$ cat src/rtl/snake_step_controller_if.sv
// Control/status bundle between the game logic and the snake step controller.
// Latency: none (wires only).
// Backpressure: none; buttons are single-cycle pulses and step/wrap are single-cycle pulses.
interface snake_step_controller_if #(
    parameter int TICK_W = 24
);
    logic              run;
    logic [TICK_W-1:0] tick_period;
    logic [4:0]        max_x;
    logic [4:0]        max_y;
    logic              btn_up;
    logic              btn_down;
    logic              btn_left;
    logic              btn_right;
    logic [4:0]        head_x;
    logic [4:0]        head_y;
    logic [1:0]        dir;
    logic              step;
    logic              wrap;

    // Game/testbench side: drives controls and buttons, observes the head.
    modport master (
        output run, tick_period, max_x, max_y,
        output btn_up, btn_down, btn_left, btn_right,
        input  head_x, head_y, dir, step, wrap
    );

    // Controller side.
    modport slave (
        input  run, tick_period, max_x, max_y,
        input  btn_up, btn_down, btn_left, btn_right,
        output head_x, head_y, dir, step, wrap
    );
endinterface

$ cat src/rtl/snake_step_controller.sv
// Game-tick divider, direction arbiter and wrapping 5-bit head position for the snake.
// Latency: step pulses every max(tick_period,1)+1 cycles while run is high; head/dir visible the cycle after step.
// Backpressure: none; run low pauses and restarts the period. Optional reverse blocking: SNAKE_REVERSE_BLOCK_EN.
module snake_step_controller #(
    parameter int TICK_W = 24
) (
    input  logic                  clock_i,
    input  logic                  reset_i,
    snake_step_controller_if.slave bus
);

    typedef enum logic [1:0] {
        S_IDLE = 2'd0,
        S_RUN  = 2'd1,
        S_STEP = 2'd2
    } state_t;

    localparam logic [1:0] DIR_UP    = 2'b00;
    localparam logic [1:0] DIR_DOWN  = 2'b01;
    localparam logic [1:0] DIR_LEFT  = 2'b10;
    localparam logic [1:0] DIR_RIGHT = 2'b11;

    typedef struct packed {
        logic [4:0] x;
        logic [4:0] y;
        logic       wrap;
    } move_t;

    // One cell of movement in direction d with wrap against the per-axis maximum.
    // A coordinate already beyond its maximum is treated as out of range and wraps.
    function automatic move_t do_move(input logic [1:0] d,
                                      input logic [4:0] x,
                                      input logic [4:0] y,
                                      input logic [4:0] mx,
                                      input logic [4:0] my);
        move_t m;
        m.x    = x;
        m.y    = y;
        m.wrap = 1'b0;
        case (d)
            DIR_UP: begin
                if (y == 5'd0 || y > my) begin
                    m.y    = my;
                    m.wrap = 1'b1;
                end else begin
                    m.y = y - 5'd1;
                end
            end
            DIR_DOWN: begin
                if (y >= my) begin
                    m.y    = 5'd0;
                    m.wrap = 1'b1;
                end else begin
                    m.y = y + 5'd1;
                end
            end
            DIR_LEFT: begin
                if (x == 5'd0 || x > mx) begin
                    m.x    = mx;
                    m.wrap = 1'b1;
                end else begin
                    m.x = x - 5'd1;
                end
            end
            default: begin
                if (x >= mx) begin
                    m.x    = 5'd0;
                    m.wrap = 1'b1;
                end else begin
                    m.x = x + 5'd1;
                end
            end
        endcase
        return m;
    endfunction

    state_t            state_q;
    logic [TICK_W-1:0] div_q;
    logic [4:0]        head_x_q;
    logic [4:0]        head_y_q;
    logic [1:0]        dir_q;
    logic [1:0]        pend_q;
    logic [1:0]        pend_d;
    logic              step_q;
    logic              wrap_q;
    // Move staged on entry to STEP and committed as it ends, so wrap and the
    // committed head always describe the same move.
    logic [4:0]        nxt_x_q;
    logic [4:0]        nxt_y_q;
    logic [1:0]        nxt_dir_q;

    logic [TICK_W-1:0] period_m1;
    logic              req_vld;
    logic [1:0]        req_dir;
    logic              req_ok;
    move_t             mv_entry;

    // Terminal divider count; a period of zero behaves as one.
    always_comb begin
        period_m1 = '0;
        if (bus.tick_period != '0) begin
            period_m1 = bus.tick_period - TICK_W'(1);
        end
    end

    // Fixed-priority pick among same-cycle buttons, then optional reversal filter.
    always_comb begin
        req_vld = bus.btn_up | bus.btn_down | bus.btn_left | bus.btn_right;
        req_dir = DIR_RIGHT;
        if (bus.btn_up) begin
            req_dir = DIR_UP;
        end else if (bus.btn_down) begin
            req_dir = DIR_DOWN;
        end else if (bus.btn_left) begin
            req_dir = DIR_LEFT;
        end
`ifdef SNAKE_REVERSE_BLOCK_EN
        // Opposite pairs differ only in bit 0; checked against the committed dir.
        req_ok = req_vld && ((req_dir ^ dir_q) != 2'b01);
`else
        req_ok = req_vld;
`endif
        pend_d = req_ok ? req_dir : pend_q;
    end

    // Move that the upcoming step will perform, using the freshest pending direction.
    always_comb begin
        mv_entry = do_move(pend_d, head_x_q, head_y_q, bus.max_x, bus.max_y);
    end

    // Tick FSM with registered step/wrap, head, direction and pending request.
    always_ff @(posedge clock_i) begin
        if (reset_i) begin
            state_q   <= S_IDLE;
            div_q     <= '0;
            head_x_q  <= 5'd0;
            head_y_q  <= 5'd0;
            dir_q     <= DIR_RIGHT;
            pend_q    <= DIR_RIGHT;
            step_q    <= 1'b0;
            wrap_q    <= 1'b0;
            nxt_x_q   <= 5'd0;
            nxt_y_q   <= 5'd0;
            nxt_dir_q <= DIR_RIGHT;
        end else begin
            pend_q <= pend_d;
            step_q <= 1'b0;
            wrap_q <= 1'b0;
            case (state_q)
                S_IDLE: begin
                    div_q <= '0;
                    if (bus.run) begin
                        state_q <= S_RUN;
                    end
                end
                S_RUN: begin
                    if (!bus.run) begin
                        state_q <= S_IDLE;
                        div_q   <= '0;
                    end else if (div_q >= period_m1) begin
                        // >= so a period lowered below the current count still fires.
                        state_q   <= S_STEP;
                        div_q     <= '0;
                        step_q    <= 1'b1;
                        wrap_q    <= mv_entry.wrap;
                        nxt_x_q   <= mv_entry.x;
                        nxt_y_q   <= mv_entry.y;
                        nxt_dir_q <= pend_d;
                    end else begin
                        div_q <= div_q + TICK_W'(1);
                    end
                end
                S_STEP: begin
                    head_x_q <= nxt_x_q;
                    head_y_q <= nxt_y_q;
                    dir_q    <= nxt_dir_q;
                    state_q  <= bus.run ? S_RUN : S_IDLE;
                end
                default: begin
                    state_q <= S_IDLE;
                    div_q   <= '0;
                end
            endcase
        end
    end

    assign bus.head_x = head_x_q;
    assign bus.head_y = head_y_q;
    assign bus.dir    = dir_q;
    assign bus.step   = step_q;
    assign bus.wrap   = wrap_q;

endmodule
$ cat src/flat_wrapper.sv
// flat-port wrapper written by rule: the top's interface ports become plain ports
module snake_step_controller_flat 
#(
    parameter int TICK_W = 24
)
  (clock_i, reset_i, bus_run, bus_tick_period, bus_max_x, bus_max_y, bus_btn_up, bus_btn_down, bus_btn_left, bus_btn_right, bus_head_x, bus_head_y, bus_dir, bus_step, bus_wrap);
  snake_step_controller_if #(.TICK_W(TICK_W)) bus_i ();
  input  logic clock_i;
  input  logic reset_i;
  input wire logic [$bits(bus_i.run)-1:0] bus_run;
  input wire logic [$bits(bus_i.tick_period)-1:0] bus_tick_period;
  input wire logic [$bits(bus_i.max_x)-1:0] bus_max_x;
  input wire logic [$bits(bus_i.max_y)-1:0] bus_max_y;
  input wire logic [$bits(bus_i.btn_up)-1:0] bus_btn_up;
  input wire logic [$bits(bus_i.btn_down)-1:0] bus_btn_down;
  input wire logic [$bits(bus_i.btn_left)-1:0] bus_btn_left;
  input wire logic [$bits(bus_i.btn_right)-1:0] bus_btn_right;
  output wire logic [$bits(bus_i.head_x)-1:0] bus_head_x;
  output wire logic [$bits(bus_i.head_y)-1:0] bus_head_y;
  output wire logic [$bits(bus_i.dir)-1:0] bus_dir;
  output wire logic [$bits(bus_i.step)-1:0] bus_step;
  output wire logic [$bits(bus_i.wrap)-1:0] bus_wrap;
  assign bus_i.run = bus_run;
  assign bus_i.tick_period = bus_tick_period;
  assign bus_i.max_x = bus_max_x;
  assign bus_i.max_y = bus_max_y;
  assign bus_i.btn_up = bus_btn_up;
  assign bus_i.btn_down = bus_btn_down;
  assign bus_i.btn_left = bus_btn_left;
  assign bus_i.btn_right = bus_btn_right;
  assign bus_head_x = bus_i.head_x;
  assign bus_head_y = bus_i.head_y;
  assign bus_dir = bus_i.dir;
  assign bus_step = bus_i.step;
  assign bus_wrap = bus_i.wrap;
  snake_step_controller #(.TICK_W(TICK_W)) u_core (.clock_i(clock_i), .reset_i(reset_i), .bus(bus_i));
endmodule
$ cat config.mk
export PLATFORM = sky130hd
export DESIGN_NAME = snake_step_controller_flat
export DESIGN_NICKNAME = d
export VERILOG_FILES = /design/src/rtl/snake_step_controller_if.sv /design/src/rtl/snake_step_controller.sv /design/src/flat_wrapper.sv
export SDC_FILE = /design/constraint.sdc
export NUM_CORES = 1
export LEC_CHECK = 0
export ABC_AREA = 0
export CAP_MARGIN = 0
export CORE_UTILIZATION = 56
export DETAILED_ROUTE_END_ITERATION = 6
export PLACE_DENSITY = 0.81
export SLEW_MARGIN = 20
export SYNTH_ARGS = -nofsm -noshare
export SYNTH_HDL_FRONTEND = slang
export SYNTH_SLANG_ARGS = --single-unit
$ cat constraint.sdc
create_clock -name clock_i -period 6.7 [get_ports clock_i]
set_input_delay 1.34 -clock clock_i [delete_from_list [all_inputs] [get_ports clock_i]]
set_output_delay 1.34 -clock clock_i [all_outputs]
set_load 0.05 [all_outputs]
## Word-level counts from Yosys, hierarchy flattened

Index checks and enable logic that the tools add are counted.

- Word-level logic and storage cells: 71
- Bits of input ports: 41
- Output and inout bits: 14
- Register bits after elaboration: 54

- Reductions and logical operators: 12
- $lt $le $gt $ge: 5
- Equal/unequal tests: 6
- $add $sub $neg: 6
- Bitwise gates (word level): 6
- Muxes and demuxes: 25

Operators by type and width:

| cell | count |
|---|---|
| 24-bit 2-to-1 mux | 3 |
| 24-bit case mux with 2 select lines | 1 |
| 24-bit by 1-bit adder with 24-bit output, second input constant | 1 |
| 24-bit greater-or-equal comparator | 1 |
| 24-bit nonzero test | 1 |
| 24-bit by 1-bit subtractor with 24-bit output, second input constant | 1 |
| 5-bit 2-to-1 mux | 4 |
| 5-bit case mux with 2 select lines | 2 |
| 2-bit 2-to-1 mux | 6 |
| 5-bit by 1-bit adder with 5-bit output, second input constant | 2 |
| 5-bit greater-or-equal comparator | 2 |
| 5-bit greater-than comparator | 2 |
| 5-bit zero test | 2 |
| 5-bit by 1-bit subtractor with 5-bit output, second input constant | 2 |
| 1-bit 2-to-1 mux | 7 |
| 2-bit case mux with 3 select lines | 1 |
| 2-bit by 1-bit == test with 1-bit output, second input constant | 2 |
| 2-bit == test, second input constant | 2 |
| 2-bit zero test | 2 |
| 4-bit OR reduction | 1 |
| 3-bit by 2-bit inequality test with 1-bit output, second input constant | 1 |
| 1-bit inverter | 3 |
| 1-bit OR | 3 |
| 1-bit case mux with 3 select lines | 1 |
| 6 further kinds | 7 |

## Longest topological paths before layout

Gate-level depths: netlist of run 1.

- Depth after elaboration: 7
- Gate-level depth with buffers: 16
- Mapped depth without buffers: 15

## Least setup slack after synthesis of run 1

Ideal clock, no wire load.

- Kind: input to register
- Start: input bus_tick_period[11]
- End: register u_core.div_q[12]
- Setup slack: 1.419 ns
- Buffers on the path: 2
- Data required time: 6.630 ns
- Stages: 15
- Setup time: 0.070 ns
- Arrival: 5.210 ns
- Path through: or4_4 > nor4_4 > and2_1 > nand4b_1 > or4_1 > buf_2 > nand2_1 > ha_1 > a21o_1 > a21o_1 > a2111o_1 > or3_1 > buf_2 > or4_1 > a21oi_1

- Longest elaborated chain between the ends: 6
- Elaborated cells on any way between the ends: 7
- Those cells by class: add/sub (1); order compare (1); mux (4); reduce/logical (1)

RTL lines:

| element | line | RTL |
|---|---|---|
| start, declared | flat_wrapper.sv:11 | `input wire logic [$bits(bus_i.tick_period)-1:0] bus_tick_period;` |
| 24-bit by 1-bit subtractor with 24-bit output or 24-bit nonzero test (tied branches) | snake_step_controller.sv:102, snake_step_controller.sv:101 |  |
| 24-bit 2-to-1 mux (*) | snake_step_controller.sv:101 | `if (bus.tick_period != '0) begin` |
| 24-bit greater-or-equal comparator (*) | snake_step_controller.sv:160 | `end else if (div_q >= period_m1) begin` |
| 24-bit 2-to-1 mux (*) | snake_step_controller.sv:160 |  |
| 24-bit 2-to-1 mux (*) | snake_step_controller.sv:157 | `if (!bus.run) begin` |
| 24-bit case mux with 2 select lines (*) | snake_step_controller.sv:149 | `case (state_q)` |
| end signal, assigned | snake_step_controller.sv:170 | `div_q <= div_q + TICK_W'(1);` |
| end, declared | snake_step_controller.sv:78 | `logic [TICK_W-1:0] div_q;` |

Mark *: on every way between the ends. The rest lies on a longest branch, timed or not.
A chain may end at the register's enable or synchronous reset.

## Final worst setup path of run 1

- Start: input bus_tick_period[9]
- End: register u_core.div_q[4]

Same word-level chain as after synthesis.

==> metrics.csv, run 1 <==
stage,metric,value,unit
status,status,"finished, final reports clean",
place,Placed Cells,695,
synth,Synth top cells by count,"95 x nand2_1, 54 x dfxtp_1, 46 x nor2_1, 41 x ha_1, 39 x a21oi_1",
synth,"Seq/Total Area, Yosys",26.0,%
place,dpl ws,0.456,ns
route,Initial DRC Count,203,
synth,XOR/XNOR Fraction of Synth Area,7.58,%
sta,worst setup margin,0.707,ns
synth,Post-synth ARST share,0,%
sta,Worst Skew,0.00793,ns
place,GP Congestion,0.898,
synth,multiplexer area fraction after synthesis,0.271,%
sta,RSZ-0062 raised after global routing,no,
route,Initial DRT Pass Iterations,6,
grt,largest net degree at the start of global routing,39,
sta,Final Setup Violations,0,
die,Core Area,7210,µm²
layout,fin util,68.4,%
synth,Synthesis Warnings,0,
grt,vias in the first global route,3666,
synth,Netlist cell types,59,
sta,Max Fclk,0.167,GHz
synth,post-synth top area share,26.0,%
synth,Mapped Area,4160,µm²
layout,area grow syn2layout,18.6,%
clocking,worst skew pair latency,0.30,ns
clocking,total CTS buffers,5,
sta,worst-margin pin slew,0.913,ns
layout,Post-Layout Cell Count,703,
clocking,TritonCTS clock tree,yes,
synth,Post-Syn Area per Cell,7.48,µm²
grt,GR Util All Layers,27.4,%
synth,ranking of synthesized cells by area,"dfxtp_1 26%, ha_1 12%, nand2_1 8.6%",
synth,largest family of logic cells by synthesized area,simple AND/OR/NAND/NOR gates,
route,DR WL/cell,14.9,µm
die,Die ar.,7780,µm²
synth,number of synthesized flops with an enable pin,0,
route,Post-DRT Antenna Nets,0,
sta,fin. max-slew vios,0,
synth,most instantiated library cell after synthesis,nand2_1,
die,I/O Pins,55,
place,I/O Buffers,54,
synth,top_reg_cell synth,dfxtp_1,
die,die height,88.2,µm
worst_setup_path,Worst Path Required,6.92,ns
worst_setup_path,Critical Path AT,6.22,ns
clocking,clk buf depth,2,
sta,Final min period,5.99,ns
die,initial core utilization,57.7,%
worst_setup_path,crit end category,register,
route,Via density,5.97,
sta,slew margin rel.,38.7,%
die,row cnt,31,
clocking,# hold bufs at CTS,0,
synth,synthesized instance count,556,
layout,layout cells sized above 1,4.47,%
place,Post-DP HPWL,7980,µm
worst_setup_path,"Max FO, Critical Path",22,
layout,# nets final,685,
synth,"flops & latches, synth",54,
power_and_ir_drop,P_leak,1.93,nW
synth,Synth area leader,dfxtp_1,
power_and_ir_drop,overall power,677,µW
route,DRC,0,
clocking,Sink Count,54,
power_and_ir_drop,maximum VDD drop,0.124,mV
synth,Synth Area in Compound Gates,18.6,%
grt,first-pass GRT wire length,17000,µm
sta,Final Hold Fails,0,
worst_setup_path,r2r setup slk,3.88,ns
power_and_ir_drop,PD cells,137,nW/µm²
synth,post-synthesis simple-gate area fraction,31.1,%
clocking,H-tree levels,2,
clocking,"Clk pin slew, worst setup/hold paths",0.09,ns
run,max_cap viols,0,
clocking,post-CTS sizing,0,
synth,Adder-Cell Fraction of Synth Area,12.3,%
grt,initial antenna violation count,0,
sta,fin crit share,89.5,%
layout,Layout Cell Area excl Fill,4940,µm²
route,Total Wirelength,10500,µm
route,via count,4196,
min_path,Hold Crit Class,register to register,
worst_setup_path,CP startpoint kind,input port,
clocking,post-CTS setup repair buffer count,0,
grt,global route overflow,0,
layout,# diodes,0,
clocking,CTS root buffer,clkbuf_8,
sta,Final TNS setup,0,ns
worst_setup_path,WS Path Type,input port to register,
die,die width,88.2,µm
place,Placed Area,4790,µm²
synth,"Net Count, Synth",638,
sta,worst hold slack,0.460,ns
[logic make-up after synthesis]
kind of cell,count (synthesis)
AND/OR/NAND/NOR,264
AO/OA/AOI/OAI,116
flip-flops,54
buffers and inverters,44
adder cells (fa/ha/maj),41
XOR/XNOR,36
multiplexers,1
[path summary, 6_finish.rpt]
| kind | cells past startpoint | endpoint | startpoint |
|---|---|---|---|
| worst max-delay path | 14 | u_core.div_q[4] | bus_tick_period[9] |
| worst min-delay path | 2 | u_core.bus.head_y[2] | u_core.nxt_y_q[2] |
| worst max register to register | 7 | u_core.div_q[4] | u_core.div_q[21] |
| worst min register to register | 2 | u_core.bus.head_y[2] | u_core.nxt_y_q[2] |
[worst max-delay path, cell delays in order]
cell and delay (ns):
clkdlybuf4s50_1 0.48, or4_4 0.58, nor4_4 0.21, and2_1 0.19
nand4b_1 0.12, or4_1 0.82, nand2_1 0.16, ha_1 0.27
a21o_1 0.17, a21o_1 0.18, a2111o_1 0.45, or3_1 0.53
or4_1 0.53, a31oi_1 0.19
[cell usage in the layout (no fill, tap or decap), types with 4 or more instances in the layout]
cell	n
a211oi_1	7
a21o_1	7
a21oi_1	39
a22oi_1	4
a311oi_1	7
a31oi_1	8
and2_1	8
and3_1	5
buf_4	6
clkbuf_8	6
clkdlybuf4s50_1	54
dfxtp_1	54
ha_1	41
inv_1	23
nand2_1	95
nand2b_1	7
nand3_1	29
nand4_1	7
nor2_1	46
nor3_1	18
nor3b_1	4
nor4_1	11
o211ai_1	4
o21ai_0	14
or2_2	5
or3_1	7
or4_1	8
xnor2_1	11
xor2_1	25
[cell type report]
type / instances / area [µm²]
flip-flops and latches: 54 / 1080
clock buffers: 6 / 82.6
multi-input cells: 458 / 2910
clock inverters: 2 / 60.1
fillers: 618 / 2280
inverters: 24 / 90.1
well taps: 99 / 124
repair buffers: 60 / 586
[per-layer routing]
layer / GRT usage [%] / up-vias / share of wire [%]
li1: - / 2116 / -
met1: 38.2 / 1965 / 47
met2: 45.4 / 98 / 48
met3: 3.77 / 17 / 4.0
met4: 5.28 / 0 / 1.1
met5: 0 / - / 0
[sequential cells by signal, indices dropped and copies added (netlist names)]
name / flops
u_core.div_q: 24
u_core.bus.head_x: 5
u_core.bus.head_y: 5
u_core.nxt_x_q: 5
u_core.nxt_y_q: 5
u_core.bus.dir: 2
u_core.nxt_dir_q: 2
u_core.pend_q: 2
u_core.state_q: 2
u_core.bus.step: 1
u_core.bus.wrap: 1
[power by group]
group | switching, mW | internal, mW
Combinational | 0.0479 | 0.0435
Clock | 0.102 | 0.159
Sequential | 0.00140 | 0.322
Note: power is estimated with default switching activity, not from simulation.
==> run 2, diff against run 1 <==
--- a/config.mk
+++ b/config.mk
@@ -5,11 +5,11 @@
 export SDC_FILE = /design/constraint.sdc
 export NUM_CORES = 1
 export LEC_CHECK = 0
-export ABC_AREA = 0
+export ABC_AREA = 1
 export CAP_MARGIN = 0
-export CORE_UTILIZATION = 56
+export CORE_UTILIZATION = 62
 export DETAILED_ROUTE_END_ITERATION = 6
-export PLACE_DENSITY = 0.81
+export PLACE_DENSITY = 0.87
 export SLEW_MARGIN = 20
 export SYNTH_ARGS = -nofsm -noshare
 export SYNTH_HDL_FRONTEND = slang
==> constraint.sdc (replaced) <==
create_clock -name clock_i -period 7.5 [get_ports clock_i]
set_input_delay 1.5 -clock clock_i [delete_from_list [all_inputs] [get_ports clock_i]]
set_output_delay 1.5 -clock clock_i [all_outputs]
set_load 0.05 [all_outputs]
==> run 2 against run 1 <==
Net effect: sequential share of layout area down 1.6 points; non-clock buffer count is 6 lower; final cell count rose by 26%; register-to-register slack gained 1.3 ns; clock power fell by 34%; sequential power is 11% lower; hold slack improved by 0.019 ns; largest cell class unchanged; largest power group unchanged.
==> metrics.csv, run 2 <==
stage,metric,value,unit,change
route,Post-DRT Antenna Nets,0,,unchanged
route,DRC,0,,unchanged
synth,ranking of synthesized cells by area,"dfxtp_1 23%, nand2_1 15%, ha_1 11%",,"was dfxtp_1 26%, ha_1 12%, nand2_1 8.6%"
place,Placed Cells,881,,was 695
grt,GR Util All Layers,29.0,%,was 27.4%
synth,most instantiated library cell after synthesis,nand2_1,,unchanged
power_and_ir_drop,maximum VDD drop,0.114,mV,was 0.124 mV
clocking,TritonCTS clock tree,yes,,unchanged
clocking,post-CTS sizing,0,,unchanged
sta,Worst Skew,0.0108,ns,was 0.00793 ns
place,I/O Buffers,54,,unchanged
clocking,Sink Count,54,,unchanged
synth,Synthesis Warnings,0,,unchanged
layout,# nets final,871,,was 685
grt,largest net degree at the start of global routing,35,,was 39
worst_setup_path,Critical Path AT,5.34,ns,was 6.22 ns
min_path,Hold Path End,u_core.nxt_dir_q[0],,was u_core.bus.head_y[2]
synth,"flops & latches, synth",54,,unchanged
grt,vias in the first global route,4467,,was 3666
worst_setup_path,worst reg2reg startpoint,u_core.div_q[19],,was u_core.div_q[21]
clocking,# hold bufs at CTS,0,,unchanged
clocking,worst skew pair latency,0.31,ns,was 0.30 ns
layout,area grow syn2layout,14.8,%,was 18.6%
route,Total Wirelength,11200,µm,was 10500 µm
grt,initial antenna violation count,0,,unchanged
route,DR WL/cell,12.6,µm,was 14.9 µm
synth,Mapped Area,4630,µm²,was 4160 µm²
power_and_ir_drop,PD cells,104,nW/µm²,was 137 nW/µm²
synth,synthesized instance count,741,,was 556
die,Die ar.,7810,µm²,was 7780 µm²
place,Post-DP HPWL,8760,µm,was 7980 µm
synth,"Seq/Total Area, Yosys",23.4,%,was 26.0%
worst_setup_path,CP startpoint kind,input port,,unchanged
clocking,"Clk pin slew, worst setup/hold paths",0.10,ns,was 0.09 ns
sta,Final min period,5.12,ns,
route,Initial DRT Pass Iterations,5,,was 6
die,I/O Pins,55,,unchanged
die,initial core utilization,64.1,%,was 57.7%
layout,layout cells sized above 1,8.61,%,was 4.47%
layout,Reg with most FFs,u_core.div_q,,unchanged
synth,number of synthesized flops with an enable pin,0,,unchanged
layout,# diodes,0,,unchanged
worst_setup_path,r2r setup slk,5.18,ns,was 3.88 ns
worst_setup_path,crit end category,register,,unchanged
die,die width,88.4,µm,was 88.2 µm
min_path,Hold Crit Class,register to register,,unchanged
sta,Final Setup Violations,0,,unchanged
route,Via density,5.47,,was 5.97
sta,slew margin rel.,45.5,%,was 38.7%
synth,"Net Count, Synth",823,,was 638
status,status,"finished, final reports clean",,unchanged
layout,Post-Layout Cell Count,889,,was 703
sta,RSZ-0062 raised after global routing,no,,unchanged
sta,Final TNS setup,0,ns,unchanged
clocking,post-CTS setup repair buffer count,0,,unchanged
synth,post-synth top area share,23.4,%,was 26.0%
synth,Post-synth ARST share,0,%,unchanged
run,max_cap viols,0,,unchanged
clocking,clk buf depth,2,,unchanged
clocking,total CTS buffers,5,,unchanged
min_path,Worst Hold Launch,u_core.nxt_dir_q[0],,was u_core.nxt_y_q[2]
grt,first-pass GRT wire length,18300,µm,was 17000 µm
worst_setup_path,Worst Path Required,7.73,ns,was 6.92 ns
die,die height,88.4,µm,was 88.2 µm
route,Initial DRC Count,243,,was 203
clocking,H-tree levels,2,,unchanged
worst_setup_path,worst reg2reg path depth,12,,was 7
synth,Post-Syn Area per Cell,6.24,µm²,was 7.48 µm²
sta,Max Fclk,0.195,GHz,
die,row cnt,31,,unchanged
synth,Netlist cell types,40,,was 59
sta,fin. max-slew vios,0,,unchanged
layout,fin util,73.6,%,was 68.4%
die,Core Area,7210,µm²,unchanged
sta,fin crit share,68.2,%,
clocking,CTS root buffer,clkbuf_8,,unchanged
place,GP Congestion,0.911,,was 0.898
synth,top_reg_cell synth,dfxtp_1,,unchanged
worst_setup_path,WS Path Type,input port to register,,unchanged
layout,"commonest non-fill, non-tap cell in the layout",nand2_1,,unchanged
grt,global route overflow,0,,unchanged
min_path,hold depth,2,,unchanged
sta,Final Hold Fails,0,,unchanged
worst_setup_path,FF-to-FF End,u_core.div_q[23],,was u_core.div_q[4]
synth,Synth area leader,dfxtp_1,,unchanged
layout,most frequent cells in the layout,"181 x nand2_1, 117 x nor2_1, 83 x inv_1",,"was 95 x nand2_1, 54 x clkdlybuf4s50_1, 54 x dfxtp_1"
worst_setup_path,"Max FO, Critical Path",23,,was 22
synth,Synth top cells by count,"181 x nand2_1, 117 x nor2_1, 83 x inv_1, 62 x nand3_1, 54 x dfxtp_1",,"was 95 x nand2_1, 54 x dfxtp_1, 46 x nor2_1, 41 x ha_1, 39 x a21oi_1"
route,via count,4863,,was 4196
sta,worst-margin pin slew,0.815,ns,was 0.913 ns
worst_setup_path,critical path startpoint,bus_tick_period[0],,was bus_tick_period[9]
power_and_ir_drop,P_leak,2.54,nW,was 1.93 nW
layout,max reg flops,24,,unchanged
## run 2: critical path, cell delays in order
cell and delay [ns]:
clkdlybuf4s50_1 0.46, inv_1 0.15, ha_1 0.17, inv_1 0.05, nor3_1 0.20, nand4_1 0.68
a21boi_1 0.36, o21ai_1 0.10, ha_1 0.26, nand2_1 0.07, inv_1 0.05, nand2_1 0.05
a21oi_1 0.05, nor2_1 0.22, nand4_1 0.19, nand2_1 0.09, nand2_1 0.46, nor2_1 0.24
## run 2: where the power goes
part | switching, mW | internal (mW)
combinational | 0.0501 | 0.0394
sequential | 0.000675 | 0.288
clock | 0.0976 | 0.0762
## run 2: layout make-up
type | count | area [µm²]
clock buffers | 6 | 82.6
well taps | 99 | 124
multi-input cells | 573 | 3090
flip-flops and latches | 54 | 1080
fillers | 618 | 1900
inverters | 101 | 379
clock inverters | 2 | 16.3
repair buffers | 54 | 541
## run 2: worst max path at each step
stage	to	slack, ns	cells past startpoint
2_1_floorplan	u_core.nxt_x_q[0]	3.72	20
3_5_place_dp	u_core.div_q[23]	2.12	20
5_1_grt	u_core.div_q[16]	2.02	17
4_1_cts	u_core.div_q[23]	2.45	20
3_3_place_gp	u_core.div_q[21]	2.30	18
6_report	u_core.div_q[0]	2.38	18
## run 2: cell families after synthesis
kind of cell,synth area share (%)
AND/OR/NAND/NOR,43.1
buffers and inverters,9.85
AO/OA/AOI/OAI,7.60
flip-flops,23.4
adder cells (fa/ha/maj),11.1
XOR/XNOR,4.73
multiplexers,0.216
## run 2: routing by layer
layer / part of all wire (%) / vias to the layer above / routed length, µm / track usage, %
met5: 0 / - / 0 / 0
met4: 2.4 / 0 / 266 / 11.9
met3: 5.1 / 28 / 567 / 4.57
met2: 51 / 159 / 5660 / 55.4
met1: 42 / 2203 / 4710 / 31.8
li1: - / 2473 / - / -
## run 2: through the flow
| step | worst slack (ns) | power, mW | hold WS, ns | instance area, µm² |
|---|---|---|---|---|
| 3_5_place_dp | 2.12 | 0.383 | 0.451 | 5210 |
| 5_1_grt | 2.02 | 0.577 | 0.511 | 5310 |
| 6_report | 2.38 | 0.552 | 0.479 | 5310 |
| 4_1_cts | 2.45 | 0.555 | 0.475 | 5310 |
| 3_3_place_gp | 2.30 | 0.381 | 0.450 | 5210 |
| 2_1_floorplan | 3.72 | 0.345 | 0.429 | 4630 |
